**src/rtl/wb_regfile_pkg.sv**
```systemverilog
// Shared CPU constants for the ID, EX/MEM, MEM/WB and WB stages.
// Register-file geometry and the data width live here.
package wb_regfile_pkg;

  localparam int REG_AW   = 5;
  localparam int NREGS    = 32;
  localparam int ZERO_REG = 0;
  localparam int DATA_W   = 32;

endpackage

```
**src/rtl/wb_regfile_core.sv**
```systemverilog
// Architectural register array: falling-edge write, async clear,
// two combinational read ports with r0 masked to zero.
module regfile_core
  import wb_regfile_pkg::*;
#(
  parameter int NREGS = 1 << REG_AW,
  parameter int DW    = DATA_W,
  localparam int AW   = $clog2(NREGS)
) (
  input  logic          clk,
  input  logic          clrn,
  input  logic          we,
  input  logic [AW-1:0] waddr,
  input  logic [DW-1:0] wdata,
  input  logic [AW-1:0] ra,
  input  logic [AW-1:0] rb,
  output logic [DW-1:0] qa,
  output logic [DW-1:0] qb
);

  logic [DW-1:0] regs [NREGS];
  logic          wr_ok;

  assign wr_ok = we && (waddr != AW'(ZERO_REG));

  // Commit on the falling edge so decode can read it in the same cycle.
  always_ff @(negedge clk or negedge clrn) begin
    if (!clrn) begin
      for (int i = 0; i < NREGS; i++) regs[i] <= '0;
    end else if (wr_ok) begin
      regs[waddr] <= wdata;
    end
  end

  // Read ports; r0 always reads as zero.
  always_comb begin
    qa = (ra == AW'(ZERO_REG)) ? '0 : regs[ra];
    qb = (rb == AW'(ZERO_REG)) ? '0 : regs[rb];
  end

endmodule

```
**src/rtl/wb_regfile.sv**
```systemverilog
// Write-back stage: result mux, write-through bypass,
// register file and retired-write counter.
module wb_regfile
  import wb_regfile_pkg::*;
#(
  parameter int NREGS = 1 << REG_AW,
  parameter int DW    = DATA_W,
  parameter int CNTW  = 32,
  localparam int AW   = $clog2(NREGS)
) (
  input  logic            clk,
  input  logic            clrn,
  input  logic            wwreg,
  input  logic            wm2reg,
  input  logic [AW-1:0]   wdestReg,
  input  logic [DW-1:0]   wr,
  input  logic [DW-1:0]   wdo,
  input  logic [AW-1:0]   rs,
  input  logic [AW-1:0]   rt,
  output logic [DW-1:0]   qa,
  output logic [DW-1:0]   qb,
  output logic [DW-1:0]   wbData,
  output logic [CNTW-1:0] wbCount
);

  logic          commit;
  logic [DW-1:0] arr_qa;
  logic [DW-1:0] arr_qb;
  logic [CNTW-1:0] cnt;

  assign commit = wwreg && (wdestReg != AW'(ZERO_REG));

  regfile_core #(
    .NREGS (NREGS),
    .DW    (DW)
  ) u_core (
    .clk   (clk),
    .clrn  (clrn),
    .we    (wwreg),
    .waddr (wdestReg),
    .wdata (wbData),
    .ra    (rs),
    .rb    (rt),
    .qa    (arr_qa),
    .qb    (arr_qb)
  );

  // Result mux plus bypass so decode sees this cycle's write.
  always_comb begin
    wbData = wm2reg ? wdo : wr;
    qa = (commit && (wdestReg == rs)) ? wbData : arr_qa;
    qb = (commit && (wdestReg == rt)) ? wbData : arr_qb;
  end

  // Count committed non-zero writes, same edge as the array.
  always_ff @(negedge clk or negedge clrn) begin
    if (!clrn) cnt <= '0;
    else if (commit) cnt <= cnt + CNTW'(1);
  end

  assign wbCount = cnt;

endmodule

```
**config.mk**
```make
export PLATFORM = sky130hd
export DESIGN_NAME = wb_regfile
export DESIGN_NICKNAME = d
export VERILOG_FILES = /design/src/rtl/wb_regfile_pkg.sv /design/src/rtl/wb_regfile_core.sv /design/src/rtl/wb_regfile.sv
export SDC_FILE = /design/constraint.sdc
export NUM_CORES = 2
export LEC_CHECK = 0
export BUFFER_PORTS_ARGS = -buffer_cell sky130_fd_sc_hd__buf_4
export CAP_MARGIN = 20
export CORE_MARGIN = 1
export CORE_UTILIZATION = 35
export CTS_CLUSTER_DIAMETER = 120
export DETAILED_ROUTE_END_ITERATION = 10
export PLACE_DENSITY = 0.6
export SKIP_LAST_GASP = 1
export SYNTH_ARGS = -nofsm -noshare
export SYNTH_HDL_FRONTEND = slang
export SYNTH_SLANG_ARGS = --single-unit
export TNS_END_PERCENT = 30
```
**constraint.sdc**
```tcl
create_clock -name clk -period 2.53 [get_ports clk]
set_input_delay 0.253 -clock clk [delete_from_list [all_inputs] [get_ports clk]]
set_output_delay 0.253 -clock clk [all_outputs]
set_load 0.02 [all_outputs]
```
==> tab_implementation.tex <==
\begin{tabular}{lr}
\hline
Metric & Value \\
\hline
\multicolumn{2}{l}{\textbf{Outcome}} \\
Run status & finished, violations left \\
Violated checks & design-rule violations, negative setup slack \\
\multicolumn{2}{l}{\textbf{Worst hold path}} \\
Hold WC Path Type & flop to flop \\
Hold Crit Endpoint & u\_core.regs[995]\$\_DFFE\_NN0P\_ \\
Hold Crit Start & u\_core.regs[995]\$\_DFFE\_NN0P\_ \\
Hold Crit Depth & 0 \\
\multicolumn{2}{l}{\textbf{Layout}} \\
Final design utilization & 0.4544 \\
Antenna diode count & 0 \\
Layout cell share with drive strength beyond 1 & 0.3294 \\
Total number of nets in the final design & 5525 \\
Total of fill cells in the finished design & 13960 \\
Highest-count cells in the layout ignoring fill and taps & dfrtn\_1 (1056), nor2\_1 (622), buf\_4 (599) \\
Leading cell type in the layout, fill and taps excluded & dfrtn\_1 \\
Final non-filler cell total & 7582 \\
Area growth from synthesis to final layout & 29.04\% \\
\multicolumn{2}{l}{\textbf{Place}} \\
Placed wire-length estimate & 129.5 mm \\
Placed cell count & 7353 \\
\# port buffers & 210 \\
Final GP Congestion & 0.8650 \\
Worst-case setup slack after placement & -0.8401 ns \\
\multicolumn{2}{l}{\textbf{Critical path}} \\
Data required time of the critical path & 2.28 ns \\
Terminus of the critical flop-to-flop path & wbCount[31]\$\_DFFE\_NN0P\_ \\
RR Startpoint & wbCount[6]\$\_DFFE\_NN0P\_ \\
Nature of the critical path startpoint & flop \\
Arrival time reported for the critical path endpoint & 3.74 ns \\
Startpoint-to-endpoint class of the critical path & flop to output pin \\
Worst reg2reg setup slack & 0.48 ns \\
Path depth of the worst reg2reg path & 6 \\
Critical path fanouts, max & 3 \\
Sort of element at the end of the critical path & output pin \\
\multicolumn{2}{l}{\textbf{Power}} \\
Cell-internal power & 39.17 mW \\
Switching share of power & 0.2997 \\
Portion of total power attributed to the clock network & 0.328 \\
Static Leakage & 29.92 nW \\
Share of total power in combinational logic & 0.249 \\
PD cells & 799.0 nW/um2 \\
Net switching component of the power & 16.76 mW \\
Sequential group share of total power & 0.423 \\
Max IR drop VDD & 0.5755 mV \\
Total design power & 55.93 mW \\
\multicolumn{2}{l}{\textbf{Logic synthesis}} \\
Number of nets in the synthesized netlist & 5093 \\
Number of enable-type register cells in the synthesized netlist & 0 \\
Cell count after synthesis & 5009 \\
Number of different library cells in the post-synthesis netlist & 54 \\
Sequential share of the synthesized area & 0.4871 \\
Share of flip-flops with an asynchronous set or reset & 1.000 \\
Post-synth top flop & dfrtn\_1 \\
Syn Std Cell Area & 54250 um2 \\
Post-Synthesis Mean Instance Area & 10.83 um2 \\
Register bit total from synthesis & 1056 \\
Number of warning messages in the yosys log & 0 \\
\multicolumn{2}{l}{\textbf{STA}} \\
Count of final hold-check violations & 0 \\
Number of max-slew violations in the final report & 0 \\
Worst-Margin Slew & 0.9995 ns \\
Final TNS setup & -96.28 ns \\
Setup Skew & 0.01149 ns \\
Worst slew slack as a fraction of its limit & 0.3323 \\
Total setup violations reported at the end of the flow & 96 \\
Smallest setup slack after layout & -1.459 ns \\
Unrepaired setup endpoints after global routing & true \\
\multicolumn{2}{l}{\textbf{Clock tree}} \\
Cell at the root of the clock tree & clkbuf\_16 \\
Longest Clk Path Bufs & 3 \\
Worst-skew pair later-pin latency & 0.70 ns \\
Clock tree from TritonCTS & yes \\
Number of clock buffers inserted by TritonCTS & 116 \\
CTS clk-pin slew, worst paths & 0.05 ns \\
Number of H-tree levels & 3 \\
CTS Sinks & 1056 \\
\multicolumn{2}{l}{\textbf{Floorplan}} \\
FP Rows & 144 \\
Die boundary width & 395.7 um \\
Core region area & 154000 um2 \\
Top Ports & 211 \\
Die Area & 156600 um2 \\
Initial Util & 0.3522 \\
Die H & 395.7 um \\
\multicolumn{2}{l}{\textbf{Routing}} \\
Starting DRT DRC Count & 4472 \\
Overall via count from detail\_route & 44000 \\
Vias per cell & 5.803 \\
Length of the first detailed-routing pass in iterations & 9 \\
Residual antenna-violating net count after detailed routing & 0 \\
Drt wl/cell & 25.66 um \\
Residual DRC & 2 \\
Sum of routed wire length over all layers & 194.5 mm \\
\multicolumn{2}{l}{\textbf{Global route}} \\
Maximum number of pins on one net before global-route repair & 100 \\
Global-route congestion overflow total & 0 \\
Total routing usage reported by global routing & 0.2473 \\
Vias in the first global route & 44000 \\
First-pass GRT wire length & 291.8 mm \\
Number of antenna violations at the first check in global routing & 2 \\
\multicolumn{2}{l}{\textbf{Job}} \\
Max-cap violation count & 0 \\
\hline
\end{tabular}
-- critical path, stage by stage, from the launching register on --
cell     delay (ns)
dfrtn_1        0.36
mux4_2         0.47
a22oi_1        0.20
nand3_1        0.23
a32o_2         0.34
buf_4          0.16
-- worst max-delay path by stage --
| stage | start | end | slack (ns) |
|---|---|---|---|
| 6_report | u_core.regs[303]$_DFFE_NN0P_ | qb[15] | -1.46 |
| 5_1_grt | u_core.regs[6]$_DFFE_NN0P_ | qb[6] | -1.47 |
| 4_1_cts | u_core.regs[6]$_DFFE_NN0P_ | qb[6] | -1.47 |
| 3_5_place_dp | u_core.regs[6]$_DFFE_NN0P_ | qb[6] | -0.84 |
| 3_3_place_gp | u_core.regs[6]$_DFFE_NN0P_ | qb[6] | -0.85 |
| 2_1_floorplan | u_core.regs[798]$_DFFE_NN0P_ | qb[30] | -0.43 |
-- per-layer routing --
layer / part of all wire / vias up / global-route usage / wire length (um)
li1: - / 19220 / - / -
met2: 0.46 / 2036 / 0.3843 / 89530
met3: 0.092 / 337 / 0.05108 / 17940
met5: 0 / - / 0 / 0
met4: 0.029 / 0 / 0.07894 / 5668
met1: 0.42 / 22400 / 0.3457 / 81410
-- synthesized netlist by cell type, types with 2 or more instances --
cell type | instances | area share
a32o_1 | 28 | 0.0052
o21bai_1 | 32 | 0.0044
or3_1 | 2 | 0.00023
mux4_2 | 416 | 0.17
nor2_1 | 638 | 0.044
and2_1 | 4 | 0.00046
buf_1 | 25 | 0.0017
nand4_1 | 11 | 0.0013
a21oi_1 | 677 | 0.062
nand2_1 | 436 | 0.030
and3_1 | 6 | 0.00069
nor3_2 | 5 | 0.00092
nand4b_1 | 4 | 0.00065
nand3_1 | 61 | 0.0056
mux2i_1 | 226 | 0.042
a221oi_1 | 95 | 0.015
dfrtn_1 | 1056 | 0.49
clkbuf_1 | 417 | 0.029
a21o_1 | 2 | 0.00028
nor4_4 | 2 | 0.00078
xor2_1 | 13 | 0.0021
nand3b_1 | 5 | 0.00069
nor4_1 | 2 | 0.00023
buf_2 | 95 | 0.0088
xnor2_1 | 28 | 0.0045
a22oi_1 | 181 | 0.025
nor3b_1 | 3 | 0.00042
o31ai_1 | 5 | 0.00069
nor3_1 | 6 | 0.00055
nor2b_1 | 11 | 0.0013
a211o_1 | 31 | 0.0050
or3b_1 | 2 | 0.00032
inv_1 | 37 | 0.0026
nand2b_1 | 4 | 0.00046
o21ai_0 | 417 | 0.038
buf_4 | 8 | 0.0011
-- registers in the layout, indices dropped and copies added, names as in the netlist --
name,flops
u_core.regs,1024
wbCount,32
-- power groups by stage --
stage	registers [mW]	clock network (mW)	logic, mW
floorplan	23.0	0	8.82
global placement	23.5	0	13.1
detailed placement	23.8	0	13.4
global route	24.1	19.3	15.1
finish	23.6	18.4	13.9
CTS	23.5	18.6	13.6
-- logic make-up after synthesis --
logic type / count (synthesis) / synth area share
muxes: 642 / 0.2144
xor gates and xnor gates: 41 / 0.006619
adders and majority gates: 1 / 0.0002306
buffers and inverters: 583 / 0.04308
and+or+nand+nor: 1210 / 0.09027
DFF: 1056 / 0.4871
AOI/OAI and AO/OA: 1476 / 0.1583
-- per-stage QoR --
step                cell area (um2)  hold slack [ns]
finish                        70010           0.3477
detailed placement            65010           0.3460
floorplan                     56130           0.4019
CTS                           69460           0.3459
global placement              65010           0.3401
global route                  70010           0.3571
-- repair_timing --
action | in CTS | in global routing
pin swaps | 47 | 59
resized for setup | 78 | 101
buffers inserted | 3 | 15
endpoints found under the setup margin | 96 | 96
hold buffers | 0 | 0
-- cell type report --
type	count	area, um2	share of cell area
Tap cell	2044	2557	0.03653
Timing Repair Buffer	859	9458	0.1351
Clock inverter	52	730.7	0.01044
Clock buffer	163	3381	0.04829
Inverter	38	142.6	0.002037
Multi-Input combinational cell	3370	27310	0.3901
Sequential cell	1056	26430	0.3775
Note: power is estimated with default switching activity, not from simulation.
